`src/rtl/nios2core_cmd_master_pkg.sv`:
```
// Shared types and constants for the Avalon-MM command master.
package nios2core_cmd_master_pkg;

    localparam int LAT_W  = 4;
    localparam int DATA_W = 32;

    // Transaction phases: wait for a command, drive the strobe, wait out the
    // slave read latency, hold the response until it is consumed.
    typedef enum logic [1:0] {
        IDLE,
        XFER,
        RDWAIT,
        RESP
    } state_e;

endpackage

```
`src/rtl/nios2core_cmd_master.sv`:
```
// Avalon-MM initiator: one valid/ready command becomes one single-word
// read or write transfer, followed by exactly one response.
module nios2core_cmd_master
    import nios2core_cmd_master_pkg::*;
#(
    parameter int ADDR_W         = 16,
    parameter int READ_LATENCY   = 1,
    parameter int TIMEOUT_CYCLES = 255
) (
    input  logic              clk,
    input  logic              reset_n,
    input  logic              cmd_valid,
    output logic              cmd_ready,
    input  logic              cmd_write,
    input  logic [ADDR_W-1:0] cmd_address,
    input  logic [DATA_W-1:0] cmd_writedata,
    output logic              rsp_valid,
    input  logic              rsp_ready,
    output logic [DATA_W-1:0] rsp_readdata,
    output logic              rsp_write,
    output logic              rsp_timeout,
    output logic [ADDR_W-1:0] avm_address,
    output logic              avm_read,
    output logic              avm_write,
    output logic [DATA_W-1:0] avm_writedata,
    input  logic              avm_waitrequest,
    input  logic [DATA_W-1:0] avm_readdata
);

    // A zero timeout still needs a 1-bit counter; it simply never fires.
    localparam int               TMO_W     = (TIMEOUT_CYCLES > 0) ? $clog2(TIMEOUT_CYCLES + 1) : 1;
    localparam logic [TMO_W-1:0] TMO_LIMIT = TMO_W'(TIMEOUT_CYCLES);
    localparam logic [LAT_W-1:0] LAT_LAST  = LAT_W'(READ_LATENCY - 1);

    state_e              state_q, state_d;
    logic                cmd_ready_q, cmd_ready_d;
    logic                is_write_q, is_write_d;
    logic [ADDR_W-1:0]   addr_q, addr_d;
    logic [DATA_W-1:0]   wdata_q, wdata_d;
    logic                avm_read_q, avm_read_d;
    logic                avm_write_q, avm_write_d;
    logic [TMO_W-1:0]    tmo_q, tmo_d;
    logic [LAT_W-1:0]    lat_q, lat_d;
    logic                rsp_valid_q, rsp_valid_d;
    logic [DATA_W-1:0]   rsp_rdata_q, rsp_rdata_d;
    logic                rsp_write_q, rsp_write_d;
    logic                rsp_tmo_q, rsp_tmo_d;

    logic [TMO_W-1:0]    tmo_inc;
    logic                tmo_hit;

    // Saturating stall count; the limit is checked against the value this edge would store.
    assign tmo_inc = (tmo_q == '1) ? tmo_q : tmo_q + TMO_W'(1);
    assign tmo_hit = (TIMEOUT_CYCLES != 0) && (tmo_inc == TMO_LIMIT);

    // Next-state and next-output computation for the transfer sequencer.
    always_comb begin
        // NOTE: every *_d gets its hold value first, so no branch can leave one unassigned and infer a latch.
        state_d     = state_q;
        cmd_ready_d = cmd_ready_q;
        is_write_d  = is_write_q;
        addr_d      = addr_q;
        wdata_d     = wdata_q;
        avm_read_d  = avm_read_q;
        avm_write_d = avm_write_q;
        tmo_d       = tmo_q;
        lat_d       = lat_q;
        rsp_valid_d = rsp_valid_q;
        rsp_rdata_d = rsp_rdata_q;
        rsp_write_d = rsp_write_q;
        rsp_tmo_d   = rsp_tmo_q;

        unique case (state_q)
            IDLE: begin
                if (cmd_valid) begin
                    is_write_d  = cmd_write;
                    addr_d      = cmd_address;
                    wdata_d     = cmd_writedata;
                    tmo_d       = '0;
                    cmd_ready_d = 1'b0;
                    avm_read_d  = ~cmd_write;
                    avm_write_d = cmd_write;
                    state_d     = XFER;
                end
            end
            XFER: begin
                if (!avm_waitrequest) begin
                    avm_read_d  = 1'b0;
                    avm_write_d = 1'b0;
                    lat_d       = '0;
                    if (is_write_q) begin
                        rsp_valid_d = 1'b1;
                        rsp_rdata_d = '0;
                        rsp_write_d = 1'b1;
                        rsp_tmo_d   = 1'b0;
                        state_d     = RESP;
                    end else begin
                        state_d = RDWAIT;
                    end
                end else begin
                    tmo_d = tmo_inc;
                    if (tmo_hit) begin
                        avm_read_d  = 1'b0;
                        avm_write_d = 1'b0;
                        rsp_valid_d = 1'b1;
                        rsp_rdata_d = '0;
                        rsp_write_d = is_write_q;
                        rsp_tmo_d   = 1'b1;
                        state_d     = RESP;
                    end
                end
            end
            RDWAIT: begin
                if (lat_q == LAT_LAST) begin
                    rsp_valid_d = 1'b1;
                    rsp_rdata_d = avm_readdata;
                    rsp_write_d = 1'b0;
                    rsp_tmo_d   = 1'b0;
                    state_d     = RESP;
                end else begin
                    lat_d = lat_q + LAT_W'(1);
                end
            end
            RESP: begin
                if (rsp_ready) begin
                    rsp_valid_d = 1'b0;
                    cmd_ready_d = 1'b1;
                    state_d     = IDLE;
                end
            end
            default: begin
                state_d = IDLE;
            end
        endcase
    end

    // State and registered outputs; reset drops strobes and the response at once.
    always_ff @(posedge clk or negedge reset_n) begin
        if (!reset_n) begin
            state_q     <= IDLE;
            cmd_ready_q <= 1'b1;
            is_write_q  <= 1'b0;
            addr_q      <= '0;
            wdata_q     <= '0;
            avm_read_q  <= 1'b0;
            avm_write_q <= 1'b0;
            tmo_q       <= '0;
            lat_q       <= '0;
            rsp_valid_q <= 1'b0;
            rsp_rdata_q <= '0;
            rsp_write_q <= 1'b0;
            rsp_tmo_q   <= 1'b0;
        end else begin
            // NOTE: non-blocking so every flop samples values from before the edge.
            state_q     <= state_d;
            cmd_ready_q <= cmd_ready_d;
            is_write_q  <= is_write_d;
            addr_q      <= addr_d;
            wdata_q     <= wdata_d;
            avm_read_q  <= avm_read_d;
            avm_write_q <= avm_write_d;
            tmo_q       <= tmo_d;
            lat_q       <= lat_d;
            rsp_valid_q <= rsp_valid_d;
            rsp_rdata_q <= rsp_rdata_d;
            rsp_write_q <= rsp_write_d;
            rsp_tmo_q   <= rsp_tmo_d;
        end
    end

    assign cmd_ready     = cmd_ready_q;
    assign rsp_valid     = rsp_valid_q;
    assign rsp_readdata  = rsp_rdata_q;
    assign rsp_write     = rsp_write_q;
    assign rsp_timeout   = rsp_tmo_q;
    assign avm_address   = addr_q;
    assign avm_read      = avm_read_q;
    assign avm_write     = avm_write_q;
    assign avm_writedata = wdata_q;

endmodule

```
`config.mk`:
```
export PLATFORM = sky130hd
export DESIGN_NAME = nios2core_cmd_master
export DESIGN_NICKNAME = d
export VERILOG_FILES = /design/src/rtl/nios2core_cmd_master_pkg.sv /design/src/rtl/nios2core_cmd_master.sv
export SDC_FILE = /design/constraint.sdc
export NUM_CORES = 1
export LEC_CHECK = 0
export CAP_MARGIN = 10
export CORE_ASPECT_RATIO = 0.75
export CORE_MARGIN = 3
export CORE_UTILIZATION = 44
export CTS_CLUSTER_DIAMETER = 40
export DETAILED_ROUTE_END_ITERATION = 10
export PLACE_DENSITY = 0.85
export SYNTH_ARGS = -nofsm -noshare
export SYNTH_HDL_FRONTEND = slang
export SYNTH_SLANG_ARGS = --single-unit
```
`constraint.sdc`:
```
create_clock -name clk -period 3.2 [get_ports clk]
set_input_delay 0.32 -clock clk [delete_from_list [all_inputs] [get_ports clk]]
set_output_delay 0.32 -clock clk [all_outputs]
set_load 0.02 [all_outputs]
```
==> results of run 1 <==
-- area by class of cell --
| class | instances | area (µm²) |
|---|---|---|
| repair buffers | 177 | 1769 |
| fillers | 662 | 2913 |
| multi-input cells | 207 | 1642 |
| flip-flops and latches | 101 | 2529 |
| clock inverters | 6 | 71.32 |
| inverters | 9 | 33.78 |
| well taps | 128 | 160.2 |
| clock buffers | 10 | 229.0 |
-- critical path, stage by stage, from the launching register on --
cell                        delay, ns
sky130_fd_sc_hd__dfrtp_1         0.44
sky130_fd_sc_hd__ha_1            0.30
sky130_fd_sc_hd__and4_1          0.32
sky130_fd_sc_hd__o2111ai_1       0.19
sky130_fd_sc_hd__a221oi_4        0.32
sky130_fd_sc_hd__a21oi_2         0.21
sky130_fd_sc_hd__or2_1           0.25
sky130_fd_sc_hd__buf_4           0.24
sky130_fd_sc_hd__a22o_4          0.29
-- report_power, final --
part / internal [mW] / switching, mW
logic: 1.53 / 1.50
registers: 1.79 / 0.290
clock network: 0.612 / 0.477
total: 3.93 / 2.26
-- what timing repair did --
item | in CTS | in global routing
hold buffers | 1 | 0
resized for setup | 0 | 0
setup buffers | 0 | 0
setup endpoints to repair | 0 | 0
hold endpoints to repair | 11 | 0
-- worst paths after layout --
kind                             startpoint                end  slack (ns)  cells past startpoint
hold reg to reg            avm_writedata[6]   avm_writedata[6]        0.50                      1
min in group asynchronous           reset_n  avm_writedata[26]        0.51                      2
setup / recovery                   tmo_q[0]   rsp_readdata[17]        0.54                      8
hold / removal             avm_writedata[6]   avm_writedata[6]        0.50                      1
max in group asynchronous           reset_n          cmd_ready        1.94                      3
setup reg to reg                   tmo_q[0]   rsp_readdata[17]        0.54                      8
-- through the flow --
step / hold WS [ns] / cells / setup WS, ns / util (%) / area [µm²]
2_1_floorplan: 0.02441 / 336 / 0.8123 / - / 4349
3_3_place_gp: 0.3427 / 621 / 0.6808 / 65.52 / 6123
3_5_place_dp: 0.3547 / 621 / 0.5654 / 65.52 / 6123
4_1_cts: 0.5075 / 638 / 0.5517 / 68.84 / 6434
5_1_grt: 0.5117 / 638 / 0.3938 / 68.84 / 6434
6_report: 0.5033 / 638 / 0.5403 / 68.84 / 6434
-- cell families after synthesis --
logic type	Yosys count	synth area share (%)
muxes	51	13.18
and+or+nand+nor	64	7.538
adders and majority gates	8	2.302
buffers and inverters	28	4.171
DFF	101	58.14
AOI/OAI and AO/OA	84	14.67
-- Yosys cell counts (2+ instances only) --
| library cell | count | area share, % |
|---|---|---|
| sky130_fd_sc_hd__a21oi_1 | 9 | 1.0 |
| sky130_fd_sc_hd__a22o_1 | 29 | 5.8 |
| sky130_fd_sc_hd__a22o_2 | 2 | 0.46 |
| sky130_fd_sc_hd__a22o_4 | 2 | 0.81 |
| sky130_fd_sc_hd__a31oi_1 | 2 | 0.29 |
| sky130_fd_sc_hd__a41oi_1 | 2 | 0.40 |
| sky130_fd_sc_hd__buf_6 | 10 | 2.6 |
| sky130_fd_sc_hd__clkbuf_1 | 7 | 0.60 |
| sky130_fd_sc_hd__dfrtp_1 | 100 | 58 |
| sky130_fd_sc_hd__ha_1 | 8 | 2.3 |
| sky130_fd_sc_hd__inv_1 | 9 | 0.78 |
| sky130_fd_sc_hd__mux2_2 | 50 | 13 |
| sky130_fd_sc_hd__nand2_1 | 22 | 1.9 |
| sky130_fd_sc_hd__nand2b_1 | 2 | 0.29 |
| sky130_fd_sc_hd__nand3_1 | 7 | 0.81 |
| sky130_fd_sc_hd__nand4_1 | 6 | 0.86 |
| sky130_fd_sc_hd__nor2_1 | 10 | 0.86 |
| sky130_fd_sc_hd__nor2b_1 | 5 | 0.72 |
| sky130_fd_sc_hd__nor3_1 | 3 | 0.35 |
| sky130_fd_sc_hd__o21ai_0 | 24 | 2.8 |
| sky130_fd_sc_hd__o31ai_1 | 2 | 0.35 |
-- routing by layer --
metal / wire length, µm / up-vias / GRT usage [%] / share of wire (%)
li1: - / 1567 / - / -
met5: 0 / - / 0 / 0
met4: 83 / 0 / 3.774 / 0.77
met2: 4989 / 148 / 31.24 / 46
met1: 4773 / 1643 / 25.68 / 44
met3: 960 / 8 / 7.645 / 8.9
-- sequential cells by signal, indices dropped and copies added, names as in the netlist --
name	count
tmo_q	8
rsp_timeout	1
is_write_q	1
state_q	2
avm_address	16
rsp_valid	1
cmd_ready	1
avm_writedata	32
rsp_readdata	32
avm_write	1
avm_read	1
rsp_write	1
lat_q	4
==> results, run 1 <==
- The flow ran to the end, and the final reports show no timing, DRC or antenna violations.
- The number of placement rows is 30.
- The capturing element type of the critical path is a flop.
- The antenna diode count is 0.
- The number of endpoints failing setup at the final stage is 0.
- The number of failing hold endpoints at the final stage is 0.
- The normalized max-slew margin is 58.28%.
- Data on the critical path is required at its endpoint by 3.42 ns.
- In this run the vertical extent of the chip is 92.10 µm.
- The buffer type at the clock tree root is sky130_fd_sc_hd__clkbuf_16.
- The sequential area share after synthesis is 58.14%.
- The total of max-cap violations is 0.
- For this run, design rule violations remaining after detail routing come to 0.
- The power density over the cells is 963.5 nW/µm².
- The synthesized netlist contains 46 unique library cells.
- Summed over all cells, the static leakage comes to 2.718 nW.
- The H-tree generated during clock tree synthesis spans 3 levels.
- The min-delay analysis places its worst path in the category flop to flop.
- The pin count of the biggest net entering global routing is 60.
- The worst setup path is launched from a flop.
- Port buffering added 171 buffers.
- The number of antenna violations at the first check in global routing is 0.
- During synthesis, Yosys emitted a total of 0 warnings.
- The total global-route track usage is 19.59%.
- The die outline width is 120.8 µm.
- The largest fanout on the critical path is 32.
- Global routing finished with a remaining overflow of 0.
- The initial cell density of the core is 46.53%.
- The number of global-route vias before repair is 3,440.
- The growth of design area from synthesis to finish is 47.93%.
- Summed over all layers, the routed wires come to 10.81 mm.
- The time the final worst path needs with I/O delays and setup is 2.660 ns.
- The CTS clock-pin slew for the worst setup and hold paths is 0.07 ns.
- The count of nets left with antenna violations once routing finished came out at 0.
- The completed layout was analyzed and its total power is 6.199 mW.
- VDD sags by at most 620.0 µV.
- The sink count of the clock tree is 101.
- At the end of routability-driven placement, the weighted congestion stood at 0.9250.
- The maximum clock rate is 376.0 MHz.
- Dividing the detail-routed via count by the number of cells gives 5.276.
- The iteration-0 DRC count of the detailed router is 234.
- The actual transition at the worst max-transition pin is 0.6258 ns.
- In this run the mean area of a mapped cell was 12.94 µm².
- Summing every instance area after synthesis gives 4349 µm².
- The count of pins over their slew limit is 0.
- The clock buffer count from CTS is 9.
- The first detailed-routing pass ran for 4 iterations.
- Detailed placement ended at an HPWL of 7.947 mm.
- The share of synthesized flip-flops with an asynchronous set or reset is 100.0%.
- The share of the clock period used by the worst path after layout is 83.11%.
- After routing, the total negative slack on setup checks comes to 0 ns.
- Clock latency on the worst-skew pair, taken at its later pin, is 0.33 ns.
- Setup repair after global routing left no endpoint under its margin.
- Between clock sinks in the finished design, the worst skew comes to 0.008262 ns.
- The post-synth net total is 430.
- The instance count of the mapped netlist is 336.
- The first global-routing pass estimated 17.45 mm of wire.
- The die area is 11,130 µm².
- During I/O placement, the number of pins put on the boundary was 172.
- In the final routed layout, each cell accounts on average for 16.94 µm.
- The library cell used most frequently in the layout, excluding fill and tap cells, is sky130_fd_sc_hd__clkdlybuf4s50_1.
- TritonCTS built the clock tree.
- The detailed router placed 3,366 vias in this run.
- In the final design database the tool counted 599 nets.
- The proportion of layout cells with a drive suffix above 1 is 16.08%.
- The library cells used most frequently in the layout, excluding fill and tap cells, are sky130_fd_sc_hd__clkdlybuf4s50_1, sky130_fd_sc_hd__dfrtp_1, sky130_fd_sc_hd__mux2_2.
- The number of enable-type register cells in the synthesized netlist is 0.
- After synthesis the netlist holds a flip-flop and latch count of 101.
- In the synthesized netlist the dominant register cell turns out to be sky130_fd_sc_hd__dfrtp_1.
- The area of the core is 9346 µm².
- The setup path with the least slack is of type flop to flop.
- The clock passes through at most 2 buffers.
- For the worst setup path, the data arrival time is 2.88 ns.
(Power assumes the default switching activity.)
==> run 2: changes to the inputs <==
CORE_UTILIZATION = 39   (was 44)
PLACE_DENSITY = 0.8   (was 0.85)
clock period = 2.3 ns   (was 3.2 ns; I/O delays follow)
==> results, run 2 (same netlist as run 1, synthesis figures left out) <==
- The total placed instance area is 6281 µm² (+2.6%).
- The maximum clock rate was 450.3 MHz (+20%).
- The CTS clock-pin slew for the worst setup and hold paths is 0.08 ns (about the same).
- The initial cell density of the core is 41.15% (-5.4 points).
- The worst path required time came to 2.54 ns (-0.88 ns).
- The data arrival time at the worst-slack endpoint was 2.46 ns (-0.42 ns).
- In this design, the largest share of critical-path delay is due to compound AO/OA/AOI/OAI gates.
- The proportion of layout cells with a drive suffix above 1 came to 19.70% (+3.6 points).
- Tracing the worst setup path back leads to its startpoint at tmo_q[1].
- The setup slack of the worst register-to-register path came to 0.08 ns (-0.46 ns).
- The element type at the critical path start is a flop.
- The weighted congestion at the end of routability-driven global placement came to 0.8686 (-6.1%).
- The actual transition at the worst max-transition pin is 0.4927 ns (-0.1332 ns).
- The clock buffer count from CTS is 9 (unchanged).
- The power density over the cells is 1337 nW/µm² (+39%).
- The detailed-routing iteration count for the pre-antenna-repair pass is 6 (+2).
- The number of buffers inserted by port buffering came to 171 (unchanged).
- The buffering stage count on the worst path with inverters included is 1 (unchanged).
- The maximum clock path buffer count is 2 (unchanged).
- The die area is 12,470 µm² (+12%).
- The die span in y was 97.46 µm (+5.8%).
- The number of failing hold endpoints at the final stage is 0 (unchanged).
- The global-route wire length before repair is 17.97 mm (+3.0%).
- The residual overflow from global routing was 0 (unchanged).
- The logic depth of the worst register-to-register path was 8 (unchanged).
- Leaving out fill and tap cells, the most frequent cell in the layout is sky130_fd_sc_hd__clkdlybuf4s50_1.
- The depth of the critical timing path with buffers and inverters included was 8 (unchanged).
- The total global-route track usage is 17.86% (-1.7 points).
- The number of vias after detailed routing came to 3,465 (+2.9%).
- The final worst slack is 0.07932 ns (-0.4610 ns).
- The total wire length after detailed routing was 11.46 mm (+6.1%).
- The peak supply drop is 800.7 µV (+29%).
- The number of antenna violations at the first check in global routing is 0 (unchanged).
- The growth of design area from synthesis to finish is 53.05%.
- The area of the core is 10,570 µm² (+13%).
- Leaving out fill and tap cells, the most frequent cells in the layout are sky130_fd_sc_hd__clkdlybuf4s50_1, sky130_fd_sc_hd__dfrtp_1, sky130_fd_sc_hd__mux2_2.
- The worst register-to-register path begins at tmo_q[1].
- The type of the most critical hold path is input port to async pin.
- The H-tree level count came to 3 (unchanged).
- The worst setup path is captured at a flop.
- The die outline width is 127.9 µm (+5.9%).
- The number of endpoints failing setup at the final stage is 0 (unchanged).
- The share of the clock period used by the worst path after layout came to 96.55% (+13 points).
- The hold slack is 0.2563 ns (-0.2470 ns).
- The via density per instance came to 5.218 (-1.1%).
- The average wire length per cell after detail routing was 17.26 µm (+1.9%).
- The time the final worst path needs with I/O delays and setup was 2.221 ns (-0.4390 ns).
- The placed cell count was 642 (+3.4%).
- The critical path ends at rsp_readdata[1].
- The clock tree from TritonCTS is yes.
- The largest fanout on the critical path is 16 (-50%).
- The sink count of the clock tree is 101 (unchanged).
- The iteration-0 DRC count of the detailed router is 137 (-41%).
- The number of remaining DRC errors is 0 (unchanged).
- The flow ran to the end, and the final reports show no timing, DRC or antenna violations.
- The count of antenna-violating nets left after detailed routing is 0 (unchanged).
- The post-DP HPWL is 8.180 mm (+2.9%).
- The critical path is of the flop to flop type.
- The reg-to-reg endpoint is rsp_readdata[1].
- The largest stage delay on the critical path is 0.41 ns (-0.03 ns).
- The layout net count was 618 (+3.2%).
- The number of global-route vias before repair is 3,493 (+1.5%).
- The number of placement rows was 32 (+6.7%).
- The root buffer cell chosen for the clock tree is sky130_fd_sc_hd__clkbuf_16.
- The leakage power total is 2.834 nW (+4.3%).
- The power consumption was 8.903 mW (+44%).
- The critical path goes through ha_4, and4_2, a21o_1, a221oi_4, a21oi_2, or2_4, clkbuf_16, a22o_1.
- The final instance area is 6656 µm² (+3.5%).
- The antenna diode count is 0 (unchanged).
- The normalized max-slew margin is 67.16% (+8.9 points).
- The number of top-level pins is 172 (unchanged).
- The slowest cell on the critical path is sky130_fd_sc_hd__dfrtp_1.
- The minimum setup slack after placement is 0.02888 ns (-0.5365 ns).
- The total of max-cap violations is 0 (unchanged).
- The pin count of the biggest net entering global routing was 55 (-8.3%).
- The count of placed standard cells in the final layout, fillers left out is 664 (+4.1%).
- The final clock skew is 0.01359 ns (+0.005324 ns).
- The count of pins over their slew limit is 0 (unchanged).
- The worst-skew pair later-pin latency is 0.35 ns (+0.02 ns).
==> run 2: area by class of cell <==
type                       count  area, µm²
tap                          136      170.2
timing repair buffer         196       1992
sequential                   101       2529
clock buffer                   9      225.2
fill                         784       3914
inverter                       9      33.78
multi-input combinational    207       1658
clock inverter                 6      48.80
==> run 2: worst min path at each step <==
stage,to,slack [ns],from,depth (start not counted)
after floorplan,avm_address[0],-0.07,reset_n,0
after global placement,avm_writedata[23],0.07,reset_n,1
after detailed placement,avm_writedata[22],0.07,reset_n,1
after CTS,avm_writedata[25],0.24,reset_n,2
after global routing,avm_writedata[25],0.25,reset_n,2
final,avm_writedata[25],0.26,reset_n,2
==> run 2: per-stage QoR <==
step / TNS, ns / util, %
2_1_floorplan: 0 / -
3_3_place_gp: 0 / 59.42
3_5_place_dp: 0 / 59.42
4_1_cts: 0 / 62.11
5_1_grt: -0.07082 / 62.97
6_report: 0 / 62.97
==> run 2: where the power goes <==
group | switching (mW) | total (mW) | internal [mW] | leakage (nW)
clock | 0.676 | 1.41 | 0.739 | 0.130
combinational | 2.19 | 4.61 | 2.42 | 1.44
sequential | 0.391 | 2.88 | 2.49 | 1.26
total | 3.26 | 8.90 | 5.65 | 2.83
==> run 2: per-layer routing <==
layer  vias to the layer above  routed length, µm  GRT usage (%)
met5                         -                  0              0
met4                         0                135          4.323
met3                        12               1175          7.637
met2                       165               5305          26.87
met1                      1694               4845          23.91
li1                       1594                  -              -
==> run 2: worst register-to-register path, delay by kind of cell (launching register included) <==
kind            cells  cell delay [ns]
compound gates      4             0.80
fa+ha+maj           1             0.19
buf+inv             1             0.18
flops               1             0.41
simple gates        2             0.52
==> run 2: repair_timing <==
item	CTS	global route
hold endpoints to repair	61	0
setup buffers	0	3
endpoints found under the setup margin	0	32
gates resized for setup	0	4
hold buffers	1	0
==> run 3: changes to the inputs <==
CAP_MARGIN = 25   (was 10)
GPL_ROUTABILITY_DRIVEN = 1   (was unset)
SETUP_SLACK_MARGIN = 0.3   (was unset)
==> results, run 3 (same netlist as run 1, synthesis figures left out) <==
- The time the final worst path needs with I/O delays and setup came to 2.168 ns (-0.05276 ns).
- The post-DP HPWL was 8.355 mm (+2.1%).
- The number of global-route vias before repair is 3,645 (+4.4%).
- The clock buffer count from CTS is 9 (unchanged).
- The signal on the critical path passes through ha_4, and4_4, a21o_1, a221oi_4, a21oi_2, or2_4, buf_12, a22o_2.
- The buffering stage count on the worst path with inverters included is 1 (unchanged).
- The internal power contribution was 5.763 mW (+2.1%).
- The fraction of power consumed by the clock network came to 15.9% (about the same).
- The peak supply drop is 658.6 µV (-18%).
- The average wire length per cell after detail routing is 18.15 µm (+5.2%).
- Tracing the worst setup path back leads to its startpoint at tmo_q[0].
- The CTS clock-pin slew for the worst setup and hold paths is 0.08 ns (about the same).
- In this run the critical register-to-register path is launched from tmo_q[0].
- The top cell family by delay on the critical path is compound AO/OA/AOI/OAI gates.
- The leakage power total is 2.866 nW (+1.1%).
- The footprint of the flip-flops and latches is 2534 µm² (+0.20%).
- The library cell used most frequently in the layout, excluding fill and tap cells, is sky130_fd_sc_hd__clkdlybuf4s50_1.
- The number of remaining DRC errors came to 0 (unchanged).
- The initial cell density of the core is 41.15% (unchanged).
- The die area is 12,470 µm² (unchanged).
- The number of filler cells placed in the layout is 773 (-1.4%).
- The element type at the critical path start is a flop.
- The power density over the cells came to 1347 nW/µm² (+0.70%).
- The actual transition at the worst max-transition pin is 0.6182 ns (+0.1255 ns).
- The residual overflow from global routing was 0 (unchanged).
- The top cell types in the final layout, fill and taps aside, are sky130_fd_sc_hd__clkdlybuf4s50_1, sky130_fd_sc_hd__dfrtp_1, sky130_fd_sc_hd__mux2_2.
- The area of the core is 10,570 µm² (unchanged).
- The part of the total power dissipated in sequential elements is 31.6% (-0.8 points).
- The number of endpoints failing setup at the final stage is 0 (unchanged).
- The sink count of the clock tree is 101 (unchanged).
- The number of top-level pins is 172 (unchanged).
- The depth of the critical timing path with buffers and inverters included is 8 (unchanged).
- Relative to the synthesized area, the layout overhead comes to 55.96%.
- The maximum clock path buffer count was 2 (unchanged).
- The count of antenna-violating nets left after detailed routing came to 0 (unchanged).
- The flow ran to the end, and the final reports show no timing, DRC or antenna violations.
- The total of max-cap violations is 0 (unchanged).
- The share of the clock period used by the worst path after layout was 94.26% (-2.3 points).
- The via density per instance is 5.247 (+0.55%).
- TritonCTS built the clock tree.
- The die span in y is 97.46 µm (unchanged).
- The number of vias after detailed routing was 3,505 (+1.2%).
- The number of failing hold endpoints at the final stage is 0 (unchanged).
- The accumulated negative setup slack is 0 ns (unchanged).
- The detailed-routing iteration count for the pre-antenna-repair pass came to 4 (-2).
- The final clock skew is 0.01460 ns (+0.001011 ns).
- The total global-route track usage was 18.66% (+0.80 points).
- The iteration-0 DRC count of the detailed router came to 163 (+19%).
- The global-route wire length before repair is 18.57 mm (+3.3%).
- STA classifies the critical path endpoint as a flop.
- The total wire length after detailed routing is 12.13 mm (+5.8%).
- The proportion of layout cells with a drive suffix above 1 came to 22.37% (+2.7 points).
- The net switching share of the total power is 36.91% (+0.34 points).
- The setup slack of the worst register-to-register path is 0.13 ns (+0.05 ns).
- The layout net count is 621 (+0.49%).
- The worst path required time is 2.54 ns (about the same).
- The net load switching power is 3.372 mW (+3.5%).
- The share of power burned in combinational logic is 52.5% (+0.8 points).
- The maximum clock rate is 461.3 MHz (+2.4%).
- The antenna diode count came to 0 (unchanged).
- The worst-skew pair later-pin latency is 0.35 ns (about the same).
- The total placed instance area is 6281 µm² (unchanged).
- The largest stage delay on the critical path was 0.42 ns (about the same).
- The die outline width is 127.9 µm (unchanged).
- The post-route core utilization is 64.17% (+1.2 points).
- The count of pins over their slew limit was 0 (unchanged).
- The power consumption is 9.135 mW (+2.6%).
- The final instance area is 6783 µm² (+1.9%).
- The buffer type at the clock tree root is sky130_fd_sc_hd__clkbuf_16.
- Following the worst setup path forward leads to its endpoint at rsp_readdata[23].
- Setup repair after global routing could not meet its margin everywhere.
- The normalized max-slew margin is 58.79% (-8.4 points).
- The area of the multi-input gates is 1710 µm² (+3.2%).
- The critical setup path kind is flop to flop.
- The weighted congestion at the end of routability-driven global placement came to 0.8238 (-5.2%).
- The tightest min-delay check is of the input port to async pin type.
- The number of placement rows was 32 (unchanged).
- The data arrival time at the worst-slack endpoint was 2.41 ns (-0.05 ns).
- The pin count of the biggest net entering global routing is 56 (+1.8%).
- The logic depth of the worst register-to-register path is 8 (unchanged).
- The number of buffers inserted by port buffering is 171 (unchanged).
- The H-tree level count was 3 (unchanged).
- The worst register-to-register path ends at rsp_readdata[23].
- The slowest cell on the critical path is sky130_fd_sc_hd__dfrtp_2.
- The largest fanout on the critical path is 16 (unchanged).
- The number of antenna violations at the first check in global routing is 0 (unchanged).
[run 3: cell types whose count changed in the layout (fill, tap and decap cells not counted), moves of 2 or more]
cell and change:
sky130_fd_sc_hd__o21ai_0 -4, sky130_fd_sc_hd__dfrtp_2 +4, sky130_fd_sc_hd__clkinv_4 +2, sky130_fd_sc_hd__o21ai_2 +3, sky130_fd_sc_hd__dfrtp_1 -4
[run 3: cell type report]
type	count	share of cell area, %
Tap cell	136	2.509
Sequential cell	101	37.35
Clock inverter	6	0.8670
Inverter	9	0.4981
Timing Repair Buffer	199	30.18
Clock buffer	10	3.376
Multi-Input combinational cell	207	25.22
[run 3: worst register-to-register path: stages, from the launching register on]
cell,delay [ns]
sky130_fd_sc_hd__dfrtp_2,0.42
sky130_fd_sc_hd__ha_4,0.19
sky130_fd_sc_hd__and4_4,0.20
sky130_fd_sc_hd__a21o_1,0.19
sky130_fd_sc_hd__a221oi_4,0.28
sky130_fd_sc_hd__a21oi_2,0.10
sky130_fd_sc_hd__or2_4,0.28
sky130_fd_sc_hd__buf_12,0.16
sky130_fd_sc_hd__a22o_2,0.26
[run 3: worst min-delay path by stage]
stage                         start                 to  depth (start not counted)
global placement            reset_n  avm_writedata[28]                          1
floorplan                   reset_n     avm_address[0]                          0
finish                      reset_n  avm_writedata[21]                          2
global route        avm_readdata[8]    rsp_readdata[8]                          2
CTS                         reset_n  avm_writedata[21]                          2
detailed placement          reset_n  avm_writedata[21]                          1
[run 3: repair_timing]
| action | in CTS | in global routing |
|---|---|---|
| cloned | 1 | 3 |
| pin swaps | 2 | 5 |
| hold buffers | 1 | 0 |
| setup buffers | 2 | 4 |
| endpoints found under the setup margin | 35 | 39 |
| gates resized for setup | 3 | 19 |
| endpoints found under the hold margin | 46 | 0 |
[run 3: routing by layer]
metal / GRT usage [%] / wire [µm]
met5: 0 / 0
met4: 4.078 / 127
met3: 7.088 / 1067
met2: 31.21 / 6026
met1: 22.97 / 4905
[run 3: power groups by stage]
stage | sequential [mW] | combinational, mW | clock [mW]
after floorplan | 3.68 | 1.69 | 0
after global placement | 2.87 | 4.31 | 0
after detailed placement | 2.91 | 4.45 | 0
after CTS | 2.88 | 4.57 | 1.49
after global routing | 2.98 | 5.11 | 1.57
final | 2.89 | 4.79 | 1.45
[run 3: through the flow]
step / hold WS, ns / worst slack, ns / std cells
2_1_floorplan: -0.06559 / 0.04729 / 336
3_3_place_gp: 0.2703 / 0.09263 / 641
3_5_place_dp: 0.2766 / 0.02324 / 641
4_1_cts: 0.4416 / 0.1372 / 661
5_1_grt: 0.4713 / 0.05048 / 668
6_report: 0.4314 / 0.1321 / 668
